$ cat config.mk
export PLATFORM = sky130hd
export DESIGN_NAME = conv_13_mul_share_arb
export DESIGN_NICKNAME = d
export VERILOG_FILES = /design/src/rtl/conv_13_mul_pkg.sv /design/src/rtl/conv_13_mul_share_core.sv /design/src/rtl/conv_13_mul_share_arb.sv
export SDC_FILE = /design/constraint.sdc
export NUM_CORES = 1
export LEC_CHECK = 0
export BUFFER_PORTS_ARGS = -buffer_cell sky130_fd_sc_hd__buf_2
export CAP_MARGIN = 20
export CORE_MARGIN = 5
export CORE_UTILIZATION = 53
export CTS_CLUSTER_DIAMETER = 60
export DETAILED_ROUTE_END_ITERATION = 10
export PLACE_DENSITY = 0.89
export SYNTH_ARGS = -nofsm -noshare
export SYNTH_HDL_FRONTEND = slang
export SYNTH_SLANG_ARGS = --single-unit
$ cat constraint.sdc
create_clock -name ap_clk -period 5.3 [get_ports ap_clk]
set_clock_uncertainty 0.05 [all_clocks]
set_input_delay 0.53 -clock ap_clk [delete_from_list [all_inputs] [get_ports ap_clk]]
set_output_delay 0.53 -clock ap_clk [all_outputs]
set_load 0.01 [all_outputs]
$ cat src/rtl/conv_13_mul_pkg.sv
// Shared constants and types for the conv_13 shared multiplier.
// Operand widths, default lane count and the tagged result.
package conv_13_mul_pkg;

    localparam int A_W = 16;
    localparam int B_W = 8;
    localparam int P_W = A_W + B_W;
    localparam int NUM_REQ_DEF = 4;

    function automatic int clog2(input int n);
        int r;
        r = 0;
        while ((1 << r) < n) r++;
        return (r < 1) ? 1 : r;
    endfunction

    localparam int ID_W_DEF = clog2(NUM_REQ_DEF);

    typedef struct packed {
        logic [ID_W_DEF-1:0]  id;
        logic signed [P_W-1:0] p;
    } mul_rsp_t;

endpackage

$ cat src/rtl/conv_13_mul_share_core.sv
// Combinational signed multiplier shared by all conv_13 lanes.
// Operands are sign-extended to the full product width first.
module conv_13_mul_share_core
    import conv_13_mul_pkg::*;
#(
    parameter int AW = A_W,
    parameter int BW = B_W,
    parameter int PW = P_W
) (
    input  logic signed [AW-1:0] a,
    input  logic signed [BW-1:0] b,
    output logic signed [PW-1:0] p
);

    logic signed [PW-1:0] ax;
    logic signed [PW-1:0] bx;

    assign ax = {{(PW-AW){a[AW-1]}}, a};
    assign bx = {{(PW-BW){b[BW-1]}}, b};
    assign p  = ax * bx;

endmodule

$ cat src/rtl/conv_13_mul_share_arb.sv
// Round-robin arbiter feeding one shared multiplier through a
// 2-stage valid/ready pipeline; results are tagged by lane.
module conv_13_mul_share_arb
    import conv_13_mul_pkg::*;
#(
    parameter int NUM_REQ = NUM_REQ_DEF,
    parameter int ID_W    = clog2(NUM_REQ),
    parameter int A_WIDTH = A_W,
    parameter int B_WIDTH = B_W,
    parameter int P_WIDTH = P_W
) (
    input  logic                       ap_clk,
    input  logic                       ap_rst_n,
    input  logic [NUM_REQ-1:0]         req_valid,
    output logic [NUM_REQ-1:0]         req_ready,
    input  logic [NUM_REQ*A_WIDTH-1:0] req_a,
    input  logic [NUM_REQ*B_WIDTH-1:0] req_b,
    output logic                       rsp_valid,
    input  logic                       rsp_ready,
    output logic [ID_W-1:0]            rsp_id,
    output logic [P_WIDTH-1:0]         rsp_p,
    output logic [1:0]                 occupancy
);

    logic [ID_W-1:0]           rr_ptr;
    logic                      s1_valid;
    logic signed [A_WIDTH-1:0] s1_a;
    logic signed [B_WIDTH-1:0] s1_b;
    logic [ID_W-1:0]           s1_id;
    logic                      s2_valid;
    logic signed [P_WIDTH-1:0] s2_p;
    logic [ID_W-1:0]           s2_id;
    logic [1:0]                occ_q;

    logic                      adv1;
    logic                      adv2;
    logic                      xfer;
    logic                      hit;
    logic [2*NUM_REQ-1:0]      dbl;
    logic [NUM_REQ-1:0]        rot;
    logic [ID_W-1:0]           off;
    logic [ID_W:0]             sum;
    logic [ID_W-1:0]           gnt;
    logic [ID_W-1:0]           gnt_nxt;
    logic signed [P_WIDTH-1:0] prod;
    logic                      s1_nxt;
    logic                      s2_nxt;

    assign adv2 = !s2_valid || rsp_ready;
    assign adv1 = !s1_valid || adv2;

    // Rotate so rr_ptr sits at bit 0, take the lowest hit, rotate back.
    always_comb begin
        dbl = {req_valid, req_valid};
        rot = dbl[rr_ptr +: NUM_REQ];
        hit = 1'b0;
        off = '0;
        for (int k = NUM_REQ - 1; k >= 0; k--) begin
            if (rot[k]) begin
                hit = 1'b1;
                off = ID_W'(k);
            end
        end
        sum = {1'b0, rr_ptr} + {1'b0, off};
        if (sum >= (ID_W+1)'(NUM_REQ)) begin
            sum = sum - (ID_W+1)'(NUM_REQ);
        end
        gnt = sum[ID_W-1:0];
        req_ready = '0;
        if (ap_rst_n && adv1 && hit) begin
            req_ready[gnt] = 1'b1;
        end
    end

    assign xfer    = |(req_valid & req_ready);
    assign gnt_nxt = (gnt == ID_W'(NUM_REQ - 1)) ? '0 : gnt + 1'b1;
    assign s1_nxt  = adv1 ? xfer : s1_valid;
    assign s2_nxt  = adv2 ? s1_valid : s2_valid;

    conv_13_mul_share_core #(
        .AW(A_WIDTH),
        .BW(B_WIDTH),
        .PW(P_WIDTH)
    ) u_core (
        .a(s1_a),
        .b(s1_b),
        .p(prod)
    );

    always_ff @(posedge ap_clk) begin
        if (!ap_rst_n) begin
            rr_ptr   <= '0;
            s1_valid <= 1'b0;
            s2_valid <= 1'b0;
            occ_q    <= 2'd0;
        end else begin
            if (adv1) begin
                s1_valid <= xfer;
                s1_a     <= req_a[gnt*A_WIDTH +: A_WIDTH];
                s1_b     <= req_b[gnt*B_WIDTH +: B_WIDTH];
                s1_id    <= gnt;
            end
            if (adv2) begin
                s2_valid <= s1_valid;
                s2_p     <= prod;
                s2_id    <= s1_id;
            end
            if (xfer) begin
                rr_ptr <= gnt_nxt;
            end
            occ_q <= {1'b0, s1_nxt} + {1'b0, s2_nxt};
        end
    end

    assign rsp_valid = s2_valid;
    assign rsp_id    = s2_id;
    assign rsp_p     = s2_p;
    assign occupancy = occ_q;

endmodule

# Word level (Yosys, flattened, before mapping)
# Cells that the tools add are included.
[totals] regBits=58 input_bits=103 wordCells=47
[op_classes] addsub=4 n_mul=1 n_lt_le_gt_ge=3 eq_ne=1 shift=3 n_mux=15 bitwise=1 reduce_logical=10
[op_table] operator="indexed part select 64 x 7 -> 16 bit" n=1
[op_table] operator="indexed part select 32 x 6 -> 8 bit" n=1
[op_table] operator="multiplier 16 x 8 -> 24 bit" n=1
[op_table] operator="2-to-1 mux 2 bit" n=6
[op_table] operator="indexed part select 8 x 3 -> 4 bit" n=1
[op_table] operator="2-to-1 mux 1 bit" n=7
[op_table] operator="AND 4 bit" n=1
[op_table] operator="2-to-1 mux 4 bit" n=1
[op_table] operator="AND reduction 2 bit" n=2
[op_table] operator="OR reduction 4 bit" n=1
[op_table] operator="adder 2 x 2 -> 3 bit" n=1
[op_table] operator=">= comparator 3 bit (second input constant)" n=1
[op_table] operator="logical AND 1 bit" n=3
[op_table] operator="< comparator 2 x 3 -> 1 bit (second input constant)" n=1
[op_table] operator="adder 1 x 1 -> 2 bit" n=1
[op_table] operator="adder 2 x 1 -> 2 bit (second input constant)" n=1
[op_table] operator="demux 1 bit (select 2 bit)" n=1
[op_table] operator="== test 2 bit (second input constant)" n=1
[op_table] operator=">= comparator 2 x 1 -> 1 bit (second input constant)" n=1
[op_table] operator="logical NOT 1 bit" n=2
[op_table] operator="logical OR 1 bit" n=2
[op_table] operator="subtractor 2 x 1 -> 2 bit (second input constant)" n=1

# Depth between registers and ports, before layout
[depth] depth_word=17 ltp_mapped=18 depth_no_buf=16

# By module
# Synthesis repeated with hierarchy kept, for this count alone.
[unflattened] cells_unflattened=683 area_unflattened_um2=7405.9
[by_module_without_submodules] module="conv_13_mul_share_core" n_inst=1 cells_each=535 area_each_um2=4633.2 seq_area_each_um2=0.0
[by_module_without_submodules] module="conv_13_mul_share_arb" n_inst=1 cells_each=148 area_each_um2=2772.7 seq_area_each_um2=1681.6

# Worst setup path before layout
# No wires, ideal clock.
[synth_path] kind="reg-to-reg" start="register s1_b[7]" end="register s2_p[23] (netlist: rsp_p[23]), data pin" arrival_time_ns=4.676 required_time_ns=4.985 path_slack_ns=0.309 path_stages_with_launch=18 n_path_buf=2 period_less_slack_ns=4.991 cell_sequence="edfxtp_1 > inv_1 > buf_1 > nor2_1 > fa_1 > fa_1 > fa_1 > inv_1 > fa_1 > inv_1 > ha_1 > clkbuf_2 > a21o_1 > a21oi_1 > a31oi_1 > or3_1 > a311oi_1 > xnor2_1"
[synth_between] elab_chain_cells=1
[synth_rtl] item="start: declaration" line_no="conv_13_mul_share_arb.sv:28" rtl="logic signed [B_WIDTH-1:0] s1_b;"
[synth_rtl] item="start signal: assignment" line_no="conv_13_mul_share_arb.sv:100" rtl="s1_b <= req_b[gnt*B_WIDTH +: B_WIDTH];"
[synth_rtl] item="multiplier 16 x 8 -> 24 bit" line_no="conv_13_mul_share_core.sv:20" rtl="assign p = ax * bx;"
[synth_rtl] item="named net prod[23]" line_no="conv_13_mul_share_arb.sv:45" rtl="logic signed [P_WIDTH-1:0] prod;"
[synth_rtl] item="end signal: assignment" line_no="conv_13_mul_share_arb.sv:105" rtl="s2_p <= prod;"
[synth_rtl] item="end: declaration" line_no="conv_13_mul_share_arb.sv:31" rtl="logic signed [P_WIDTH-1:0] s2_p;"
# The timed path passes the listed nets, and every way through them passes these cells.
# A chain may end at the register's enable or synchronous reset.

# Worst setup path in the final report
[layout_path] start="register s1_a[10]" end="register s2_p[23] (netlist: rsp_p[23]), data pin"
[layout_between] elab_chain_cells=1
[layout_rtl] item="start: declaration" line_no="conv_13_mul_share_arb.sv:27" rtl="logic signed [A_WIDTH-1:0] s1_a;"
[layout_rtl] item="start signal: assignment" line_no="conv_13_mul_share_arb.sv:99" rtl="s1_a <= req_a[gnt*A_WIDTH +: A_WIDTH];"
[layout_rtl] item="multiplier 16 x 8 -> 24 bit" line_no="conv_13_mul_share_core.sv:20"
[layout_rtl] item="named net prod[23]" line_no="conv_13_mul_share_arb.sv:45"
# The timed path passes the listed nets, and every way through them passes these cells.

==> results list <==
* Total negative setup slack: 0 ns
- Total grt overflow: 0
- Final #Nets: 1126
- The number of antenna violations at the first check in global routing is 0.
- The run finished with clean final reports.
- In the final layout, the multi-input gates occupy 5170 um^2.
- Via count of the first global-routing pass: 5930
- Share of layout cells above drive strength 1: 20.1%
- Number of DRC violations after detailed-routing iteration 0: 397
- Measured against the total synthesized area, the mux share comes to 9.89%.
* Adder-Cell Fraction of Synth Area: 36.0%
* Clock buffers created by TritonCTS: 9
- At the worst endpoint, the required time is 5.33 ns.
* Main area contributors after synthesis: sky130_fd_sc_hd__fa_1 (27%), sky130_fd_sc_hd__edfxtp_1 (21%), sky130_fd_sc_hd__mux2i_1 (9.7%)
* Final Non-Filler Cells: 1054
- Data arrival time of the critical path: 5.14 ns
- Most common cell after layout, fill and taps aside: sky130_fd_sc_hd__inv_1
* Cells after Synth: 730
- Each instance of the synthesized netlist takes up on average 10.3 um^2.
* Total detailed-routing wirelength: 16.2 mm
* Routed wire per std cell: 15.3 um
- Setup crit start kind: register
- Of the synthesized area, sequential elements account for 22.4%.
- I/O pin total: 136
* Share of synthesized cell area in and, or, nand and nor gates: 14.2%
* Clock-pin slew of the registers on the worst-case setup and hold paths: 0.06 ns
* Cells along the critical path: and2_1 -> fa_1 -> fa_1 -> fa_1 -> inv_1 -> fa_1 -> inv_1 -> ha_1 -> and4_1 -> a21oi_1 -> a31oi_1 -> or3_1 -> a311oi_1 -> xnor2_1
* Final estimated routing congestion in global placement: 0.940
- Final-report setup violation count: 0
- The top cell types in the final layout, fill and taps aside, are sky130_fd_sc_hd__inv_1 (140), sky130_fd_sc_hd__buf_2 (135), sky130_fd_sc_hd__fa_1 (103).
- Measured along the y axis, the die boundary spans 129 um.
- Startpoint-to-endpoint class of the critical path: register to register
* Most prevalent standard cell on the critical path: sky130_fd_sc_hd__fa_1
* Count of placed standard cells including taps: 1033
- Among all stages on the critical path, the largest delay is contributed by sky130_fd_sc_hd__fa_1.
* Clock tree from TritonCTS: done
* Effective utilization at floorplan: 54.1%
- Later-pin clock latency in the skew report: 0.34 ns
* Capturing element type of the critical path: register
- Slew margin rel.: 61.3%
- Fin crit share: 96.4%
- Max capacitance violation total: 0
- In this run the tool buffered the top-level ports with 135 buffer cells.
* Hold wc startpoint: s1_id[0]
- Entering global routing, the biggest net connects 38 pins.
- Total global routing track utilization: 20.7%
* Highest clock rate: 196 MHz
* Core Region: 13900 um^2
- The first detailed-routing pass ran for 5 iterations.
- The first global-routing pass estimated 27.4 mm of wire.
- Post-synthesis sequential element count: 58
- The synthesized netlist occupies a cell area of 7500 um^2.
- Final antenna diode count: 0
- Root Buffer: sky130_fd_sc_hd__clkbuf_16
- The H-tree generated during clock tree synthesis spans 3 levels.
* Number of synthesis warnings: 0
- The die is 129 um wide.
- Post-cts hold buffer count: 0
- Synthesis produced a netlist with a net count of 987.
* Reg area: 1680 um^2
- Launching point of the worst reg2reg path: s1_a[10]
- Buffer depth of the longest clock path: 2
* Post-layout minimum cycle time: 5.11 ns
- DRC violation count after routing: 0
- On the worst path, the slowest cell contributes a delay of 0.56 ns.
* Half-perimeter wire length after placement: 13.3 mm
- After filler insertion, the fill cell instance count of the layout stands at 1095.
- CTS saw 58 sinks.
* Top fanout value on the critical path: 9
* Overall via count from detail_route: 5489
- Die area: 16600 um^2
- Number of enable-type register cells in the synthesized netlist: 52
* Kind of path behind the tightest hold check: register to register
- In this run the worst setup path begins at s1_a[10].
- Worst slew pin tran: 0.579 ns
* XOR/XNOR Fraction of Synth Area: 2.82%
* Max-slew violation total from the final report: 0
- Number of rows created at floorplan: 43
* Post-route ant nets: 0
- Share of synthesized flip-flops with an asynchronous set or reset: 0%
- Summing the areas of all compound-gate instances in the mapped netlist gives 5.92% of the synthesized area.
- Library cells used by synthesis: 54
- Cell type with the largest total area after synthesis: sky130_fd_sc_hd__fa_1
- Top-area cell type share of the netlist area: 27.5%
* Relative area change from synthesis to final layout: 16.1%
- Main combinational cell family by area after synthesis: adder cells
* Ys flop type: sky130_fd_sc_hd__edfxtp_1
- The count of endpoints failing hold in the final timing report was 0.
* Ratio of routed vias to standard cells: 5.21
## cells by family after synthesis
| family | Yosys count |
|---|---|
| buffers and inverters | 163 |
| and+or+nand+nor | 194 |
| DFF | 58 |
| AOI/OAI and AO/OA | 65 |
| xor gates and xnor gates | 22 |
| adders and majority gates | 154 |
| muxes | 74 |
## metrics by stage
stage / util, % / hold slack, ns / area (um^2) / setup slack [ns]
2_1_floorplan: - / 0.350 / 7500 / 0.309
3_3_place_gp: 60.1 / 0.353 / 8350 / 0.216
3_5_place_dp: 60.1 / 0.355 / 8350 / 0.0847
4_1_cts: 62.4 / 0.368 / 8660 / 0.0541
5_1_grt: 62.8 / 0.376 / 8710 / -0.00319
6_report: 62.8 / 0.367 / 8710 / 0.190
## routing by layer
metal | GRT usage, % | up-vias | wire [um]
met1 | 26.1 | 2594 | 6760
met4 | 7.35 | 0 | 386
met2 | 35.1 | 241 | 7820
li1 | - | 2622 | -
met3 | 4.65 | 32 | 1190
met5 | 0 | - | 0
## final timing paths
| check | end | slack [ns] | cells past startpoint |
|---|---|---|---|
| setup / recovery | rsp_p[23] | 0.19 | 14 |
| hold / removal | rsp_id[0] | 0.37 | 0 |
| setup reg to reg | rsp_p[23] | 0.19 | 14 |
| hold reg to reg | rsp_id[0] | 0.37 | 0 |
## area by class of cell
type,count,area share (%)
flip-flops and latches,58,19.3
well taps,180,2.59
clock buffers,11,3.16
clock inverters,5,0.474
multi-input cells,509,59.4
repair buffers,150,9.05
inverters,141,6.08
## registers in the layout, indices dropped and copies added (netlist names)
name	count
s1_b	8
rsp_p	24
s1_valid	1
rr_ptr	2
s1_a	16
rsp_id	2
occupancy	2
s1_id	2
rsp_valid	1
## synthesized netlist by cell type (all sizes together) (3+ instances only)
library cell / number
a31oi: 4
nand2b: 3
a21o: 5
edfxtp: 52
fa: 103
o21bai: 4
a211oi: 4
dfxtp: 6
mux2i: 73
xnor2: 17
a21oi: 17
nand2: 39
nor2: 25
ha: 51
o21ai: 8
and2: 101
nor2b: 4
o31ai: 3
buf: 9
clkbuf: 13
o211ai: 5
inv: 141
o21a: 3
nand3: 4
xor2: 5
nor3: 3
## timing repair
item,CTS,global route
gates resized for setup,0,3
setup buffers,0,5
setup endpoints to repair,0,6
## critical path: cells and delay by family (launching register included)
family	cells	cell delay, ns
AND/OR/NAND/NOR	3	0.87
XOR/XNOR	1	0.11
AO/OA/AOI/OAI	3	0.68
adder cells (fa/ha/maj)	5	2.52
flip-flops	1	0.50
buffers and inverters	2	0.10
Power is not shown: default switching activity piles up to over one toggle a cycle in this logic, so the estimate is an artifact.
